$ cat config.mk
export PLATFORM = sky130hd
export DESIGN_NAME = ex_issue_reg
export DESIGN_NICKNAME = d
export VERILOG_FILES = /design/src/rtl/alu_pkg.sv /design/src/rtl/ex_issue_reg_fwd_mux.sv /design/src/rtl/ex_issue_reg.sv
export SDC_FILE = /design/constraint.sdc
export NUM_CORES = 1
export LEC_CHECK = 0
export CAP_MARGIN = 20
export CORE_ASPECT_RATIO = 1.5
export CORE_UTILIZATION = 36
export DETAILED_ROUTE_END_ITERATION = 10
export DONT_BUFFER_PORTS = 1
export PLACE_DENSITY_LB_ADDON = 0.08
export SYNTH_ARGS = -nofsm -noshare
export SYNTH_HDL_FRONTEND = slang
export SYNTH_SLANG_ARGS = --single-unit
$ cat constraint.sdc
create_clock -name clk -period 2.45 [get_ports clk]
set_input_delay 0.245 -clock clk [delete_from_list [all_inputs] [get_ports clk]]
set_output_delay 0.245 -clock clk [all_outputs]
set_load 0.1 [all_outputs]
$ cat src/rtl/alu_pkg.sv
// Shared definitions for the ALU issue path: data/index widths, ALU op codes
// and the operand-forwarding source select.
package alu_pkg;

    localparam int XLEN = 32;
    localparam int REGW = 5;

    typedef enum logic [2:0] {
        ALU_ADD = 3'b000,
        ALU_SUB = 3'b001,
        ALU_OR  = 3'b010,
        ALU_XOR = 3'b011,
        ALU_AND = 3'b100,
        ALU_SRA = 3'b101,
        ALU_SRL = 3'b110,
        ALU_SLL = 3'b111
    } alu_op_t;

    typedef enum logic [1:0] {
        FWD_NONE = 2'd0,
        FWD_EXM  = 2'd1,
        FWD_WB   = 2'd2
    } fwd_sel_t;

endpackage

$ cat src/rtl/ex_issue_reg_fwd_mux.sv
// Per-source operand bypass: picks the youngest matching producer (EX/MEM over
// MEM/WB) for a registered source index. With EN=0 it passes the register through.
module fwd_mux
    import alu_pkg::*;
#(
    parameter int XLEN = alu_pkg::XLEN,
    parameter int REGW = alu_pkg::REGW,
    parameter bit EN   = 1'b1
) (
    input  logic [REGW-1:0] rs_i,
    input  logic [XLEN-1:0] data_i,
    input  logic [REGW-1:0] exm_rd_i,
    input  logic            exm_we_i,
    input  logic [XLEN-1:0] exm_res_i,
    input  logic [REGW-1:0] wb_rd_i,
    input  logic            wb_we_i,
    input  logic [XLEN-1:0] wb_res_i,
    output logic [XLEN-1:0] data_o,
    output fwd_sel_t        sel_o
);

    // x0 is hardwired to zero, so a producer "writing" x0 must never bypass.
    always_comb begin
        sel_o  = FWD_NONE;
        data_o = data_i;
        if (EN && (rs_i != '0)) begin
            if (exm_we_i && (exm_rd_i == rs_i)) begin
                sel_o  = FWD_EXM;
                data_o = exm_res_i;
            end else if (wb_we_i && (wb_rd_i == rs_i)) begin
                sel_o  = FWD_WB;
                data_o = wb_res_i;
            end
        end
    end

endmodule

$ cat src/rtl/ex_issue_reg.sv
// ID/EX stage register feeding the ALU, with RAW forwarding and load-use stall.
// Build option: define EX_FORWARD_EN for bypassing; otherwise decode stalls on any RAW match.
module ex_issue_reg
    import alu_pkg::*;
#(
    parameter int XLEN = alu_pkg::XLEN,
    parameter int REGW = alu_pkg::REGW
) (
    input  logic            clk,
    input  logic            rst_n,
    input  logic            id_valid,
    output logic            id_ready,
    input  logic [REGW-1:0] id_rs1,
    input  logic [REGW-1:0] id_rs2,
    input  logic [XLEN-1:0] id_rs1_data,
    input  logic [XLEN-1:0] id_rs2_data,
    input  logic [XLEN-1:0] id_imm,
    input  logic            id_use_imm,
    input  logic [2:0]      id_alu_op,
    input  logic [REGW-1:0] id_rd,
    input  logic            id_reg_write,
    input  logic            id_mem_read,
    input  logic            flush,
    input  logic            ex_ready,
    output logic            ex_valid,
    output logic [XLEN-1:0] alu_a,
    output logic [XLEN-1:0] alu_b,
    output logic [2:0]      alu_op,
    output logic [REGW-1:0] ex_rd,
    output logic            ex_reg_write,
    output logic            ex_mem_read,
    input  logic [REGW-1:0] exm_rd,
    input  logic            exm_reg_write,
    input  logic [XLEN-1:0] exm_result,
    input  logic [REGW-1:0] wb_rd,
    input  logic            wb_reg_write,
    input  logic [XLEN-1:0] wb_result
);

`ifdef EX_FORWARD_EN
    localparam bit FWD_EN = 1'b1;
`else
    localparam bit FWD_EN = 1'b0;
`endif

    logic            valid_q, valid_d;
    logic [REGW-1:0] rs1_q, rs1_d, rs2_q, rs2_d, rd_q, rd_d;
    logic [XLEN-1:0] rs1_data_q, rs1_data_d, rs2_data_q, rs2_data_d;
    logic [XLEN-1:0] imm_q, imm_d;
    logic            use_imm_q, use_imm_d;
    alu_op_t         alu_op_q, alu_op_d;
    logic            reg_write_q, reg_write_d;
    logic            mem_read_q, mem_read_d;

    logic [XLEN-1:0] rs1_fwd, rs2_fwd;
    fwd_sel_t        rs1_sel, rs2_sel;
    logic            hazard, capture;

    fwd_mux #(.XLEN(XLEN), .REGW(REGW), .EN(FWD_EN)) u_fwd_rs1 (
        .rs_i(rs1_q), .data_i(rs1_data_q),
        .exm_rd_i(exm_rd), .exm_we_i(exm_reg_write), .exm_res_i(exm_result),
        .wb_rd_i(wb_rd), .wb_we_i(wb_reg_write), .wb_res_i(wb_result),
        .data_o(rs1_fwd), .sel_o(rs1_sel)
    );

    fwd_mux #(.XLEN(XLEN), .REGW(REGW), .EN(FWD_EN)) u_fwd_rs2 (
        .rs_i(rs2_q), .data_i(rs2_data_q),
        .exm_rd_i(exm_rd), .exm_we_i(exm_reg_write), .exm_res_i(exm_result),
        .wb_rd_i(wb_rd), .wb_we_i(wb_reg_write), .wb_res_i(wb_result),
        .data_o(rs2_fwd), .sel_o(rs2_sel)
    );

`ifdef EX_FORWARD_EN
    // Only a load in this stage cannot be bypassed in time; compared even for imm forms.
    assign hazard = valid_q && mem_read_q && (rd_q != '0) &&
                    ((rd_q == id_rs1) || (rd_q == id_rs2));
`else
    logic rs1_busy, rs2_busy;
    always_comb begin
        rs1_busy = (id_rs1 != '0) &&
                   ((valid_q && reg_write_q && (rd_q == id_rs1)) ||
                    (exm_reg_write && (exm_rd == id_rs1)) ||
                    (wb_reg_write && (wb_rd == id_rs1)));
        rs2_busy = (id_rs2 != '0) &&
                   ((valid_q && reg_write_q && (rd_q == id_rs2)) ||
                    (exm_reg_write && (exm_rd == id_rs2)) ||
                    (wb_reg_write && (wb_rd == id_rs2)));
    end
    assign hazard = rs1_busy || rs2_busy;
`endif

    // Handshake: a transfer happens on a rising edge when valid && ready are both high.
    assign id_ready = (!valid_q || ex_ready) && !hazard;
    assign capture  = id_valid && id_ready && !flush;

    always_comb begin
        valid_d     = valid_q;
        rs1_d       = rs1_q;
        rs2_d       = rs2_q;
        rs1_data_d  = rs1_data_q;
        rs2_data_d  = rs2_data_q;
        imm_d       = imm_q;
        use_imm_d   = use_imm_q;
        alu_op_d    = alu_op_q;
        rd_d        = rd_q;
        reg_write_d = reg_write_q;
        mem_read_d  = mem_read_q;
        if (flush) begin
            valid_d = 1'b0;
        end else if (capture) begin
            valid_d     = 1'b1;
            rs1_d       = id_rs1;
            rs2_d       = id_rs2;
            rs1_data_d  = id_rs1_data;
            rs2_data_d  = id_rs2_data;
            imm_d       = id_imm;
            use_imm_d   = id_use_imm;
            alu_op_d    = alu_op_t'(id_alu_op);
            rd_d        = id_rd;
            reg_write_d = id_reg_write;
            mem_read_d  = id_mem_read;
        end else if (valid_q && ex_ready) begin
            valid_d = 1'b0;
        end else if (valid_q) begin
            // Stalled: latch bypassed values so producers retiring now are not lost.
            if (rs1_sel != FWD_NONE) rs1_data_d = rs1_fwd;
            if (rs2_sel != FWD_NONE) rs2_data_d = rs2_fwd;
        end
    end

    always_ff @(posedge clk or negedge rst_n) begin
        if (!rst_n) begin
            valid_q     <= 1'b0;
            rs1_q       <= '0;
            rs2_q       <= '0;
            rs1_data_q  <= '0;
            rs2_data_q  <= '0;
            imm_q       <= '0;
            use_imm_q   <= 1'b0;
            alu_op_q    <= ALU_ADD;
            rd_q        <= '0;
            reg_write_q <= 1'b0;
            mem_read_q  <= 1'b0;
        end else begin
            valid_q     <= valid_d;
            rs1_q       <= rs1_d;
            rs2_q       <= rs2_d;
            rs1_data_q  <= rs1_data_d;
            rs2_data_q  <= rs2_data_d;
            imm_q       <= imm_d;
            use_imm_q   <= use_imm_d;
            alu_op_q    <= alu_op_d;
            rd_q        <= rd_d;
            reg_write_q <= reg_write_d;
            mem_read_q  <= mem_read_d;
        end
    end

    assign ex_valid     = valid_q;
    assign alu_a        = rs1_fwd;
    assign alu_b        = use_imm_q ? imm_q : rs2_fwd;
    assign alu_op       = alu_op_q;
    assign ex_rd        = rd_q;
    assign ex_reg_write = reg_write_q;
    assign ex_mem_read  = mem_read_q;

endmodule

==> results.txt <==
Setup violations, final - 0
Port Buffer Count - 0
total grt overflow - 0
reg2reg start - ex_rd[3]
Ports - 274
routed len/inst - 20.23 µm
cells along the critical path - xor2_1 > nor4_1 > nand4_1 > o21a_1 > and4b_2 > buf_12
Die Y - 144.2 µm
Hold Violations, Final - 108
GP Congestion - 0.7682
Yosys reg bits - 108
first-pass GRT wire length - 16.17 mm
post-detailed-route count of antenna-violating nets - 0
delay of the slowest critical-path stage - 0.44 ns
LEAKAGE - 0.002589 µW
core area - 13,080 µm²
Die Width - 96.79 µm
fin. max-slew vios - 0
largest net degree at the start of global routing - 109
register clock-pin slew on the reported worst setup and hold paths - 0.08 ns
clock sink total - 108
latest clock arrival within the worst-skew pair - 0.34 ns
Area Growth Syn to Fin - 24.76%
layout cell share with drive strength beyond 1 - 0.5577
number of DRC markers in iteration 0 - 110
Finished Core Util - 0.4627
initial core utilization - 0.3709
failing checks - negative hold slack
clk root buf - clkbuf_16
Inserted Diodes - 0
Rel. slew slack - 0.3864
Fin Hold WS - -0.4126 ns
min cycle time layout - 2.246 ns
TritonCTS clock tree - done
max_cap viols - 0
maximum clock skew at final layout - 0.01141 ns
Yosys warning total - 0
setup tns final - 0 ns
internal power - 4248 µW
Mean Syn Cell Area - 15.21 µm²
die area - 13,960 µm²
Tot GR Track Use - 0.1506
status - finished, violations left
crit-path leading delay family - simple AND/OR/NAND/NOR gates
clock power share - 0.186
Pre-Repair DR Iteration Count - 3
post_cts resized - 0
post-synthesis sequential area ratio - 0.5570
Post-Synthesis Cells - 319
metal1 wirelength - 4.000 mm
Worst Tran Pin Value - 0.9204 ns
fmax - 445.1 MHz
final setup margin - 0.2035 ns
Residual DRC - 0
Post-CTS Setup Repair Bufs - 0
Hold Path Class - in2async
# H-tree levels - 3
setup slack, reg-to-reg - 0.25 ns
Power per Cell Area - 1339 nW/µm²
worst path required time - 2.20 ns
Seq pwr share - 0.413
CP Class - reg2out
initial antenna violation count - 0
sw frac - 0.4760
Rows - 51
final net count - 557
routed vias - 2,712
syn_nets - 517
Power Total - 8108 µW
switching power - 3859 µW
type of origin of the critical path - flop
clk buf depth - 2
synth unique cells - 22
CP Max Fanout - 4
mapped cell area - 4852 µm²
CP Data Arrival Time - 2.00 ns
Vias/cell - 5.185
Worst Path Buf+Inv - 1
Worst R2R End - rs1_data_q[13]
worst ir drop on vdd - 0.7998 mV
RSZ-0062 raised after global routing - false
combinational share of power - 0.401
pre-CTS WS - 0.2282 ns
final WL - 10.58 mm
CTS Buf Count - 9
number of global-route vias before repair - 2,912
R2R depth - 7
CP max-delay cell - dfrtp_2
DP Wirelength - 7.676 mm
Crit. End Element - output pin
part of the cycle the worst path needs - 0.9169
metal3 WL - 765 µm
DR WL met2 - 5.672 mm
max layer used - met4
[sequential cells by signal, indices dropped and copies added, names as in the netlist]
signal,flops
rs2_data_q,32
alu_op,3
ex_reg_write,1
ex_valid,1
imm_q,32
use_imm_q,1
ex_mem_read,1
rs1_data_q,32
ex_rd,5
[power by group through the flow]
stage	registers [µW]	logic, µW	clock network, µW
finish	3350	3250	1510
detailed placement	3390	3270	0
global placement	3370	3250	0
global route	3400	3360	1630
floorplan	3480	2120	0
CTS	3350	3280	1560
[placed cells by master (no fill, tap or decap), types with 2 or more instances in the layout]
| cell type | n |
|---|---|
| buf_12 | 35 |
| buf_4 | 9 |
| clkbuf_16 | 9 |
| clkinv_4 | 2 |
| dfrtp_1 | 105 |
| dfrtp_2 | 3 |
| inv_6 | 2 |
| mux2_2 | 120 |
| mux2_4 | 19 |
| nand2_1 | 6 |
| nand4_1 | 4 |
| nor2_1 | 3 |
| nor3_1 | 2 |
| nor4_1 | 3 |
| xnor2_1 | 18 |
| xor2_1 | 12 |
[worst register-to-register path, delay by kind of cell (launching register included)]
| kind | cells | cell delay [ns] |
|---|---|---|
| mux | 1 | 0.43 |
| buf+inv | 1 | 0.31 |
| xor+xnor | 1 | 0.17 |
| flops | 1 | 0.44 |
| simple gates | 3 | 0.60 |
| compound gates | 1 | 0.16 |
[area by class of cell]
cell class / count / area [µm²]
fillers: 1168 / 7028
flip-flops and latches: 108 / 2706
multi-input cells: 196 / 2069
repair buffers: 44 / 768.2
clock buffers: 10 / 229.0
well taps: 159 / 198.9
clock inverters: 6 / 81.33
[metal layers]
| metal | global-route usage | vias to the layer above |
|---|---|---|
| li1 | - | 1205 |
| met1 | 0.1680 | 1382 |
| met2 | 0.2695 | 116 |
| met3 | 0.04930 | 9 |
| met4 | 0.05185 | 0 |
| met5 | 0 | - |
[cell families (layout without fill, tap and decap cells)]
logic type | after synthesis | after routing | synth area share
AO/OA/AOI/OAI | 4 | 4 | 0.005674
multiplexers | 139 | 139 | 0.3373
XOR/XNOR | 30 | 30 | 0.05415
buffers and inverters | 15 | 60 | 0.01831
flip-flops | 108 | 108 | 0.5570
AND/OR/NAND/NOR | 23 | 23 | 0.02759
[cells in the mapped netlist, drive strengths merged]
library cell  count  area, µm²
mux2            139       1637
dfrtp           108       2703
nand4             4      25.02
nand2b            1      6.260
buf              11      73.82
nand3             1      10.01
xor2             12      105.1
o21ai             1      5.000
nor2              3      11.26
nor4              3      18.77
clkbuf            4      15.01
a32oi             1      8.760
or4               1      7.510
nand2             6      22.52
o22ai             1      6.260
o21a              1      7.510
and4bb            1      12.51
nor3              2      10.01
xnor2            18      157.7
and4b             1      10.01
[stage by stage]
| step | hold slack, ns | std cells | instance area (µm²) |
|---|---|---|---|
| floorplan | -0.05059 | 319 | 4857 |
| global placement | -0.04807 | 507 | 5743 |
| detailed placement | -0.04808 | 507 | 5743 |
| CTS | -0.4286 | 523 | 6053 |
| global route | -0.4343 | 523 | 6053 |
| finish | -0.4126 | 523 | 6053 |
[how the worst max path moves through the flow]
stage / startpoint / endpoint / slack [ns] / cells after the start
after global routing: ex_rd[3] / id_ready / 0.08 / 6
final: ex_rd[3] / id_ready / 0.20 / 6
after global placement: ex_rd[3] / rs1_data_q[22] / 0.22 / 7
after floorplan: ex_reg_write / rs2_data_q[12] / 0.02 / 8
after CTS: ex_rd[3] / id_ready / 0.16 / 6
after detailed placement: ex_rd[3] / rs1_data_q[13] / 0.23 / 7
Note: power is estimated with default switching activity, not from simulation.
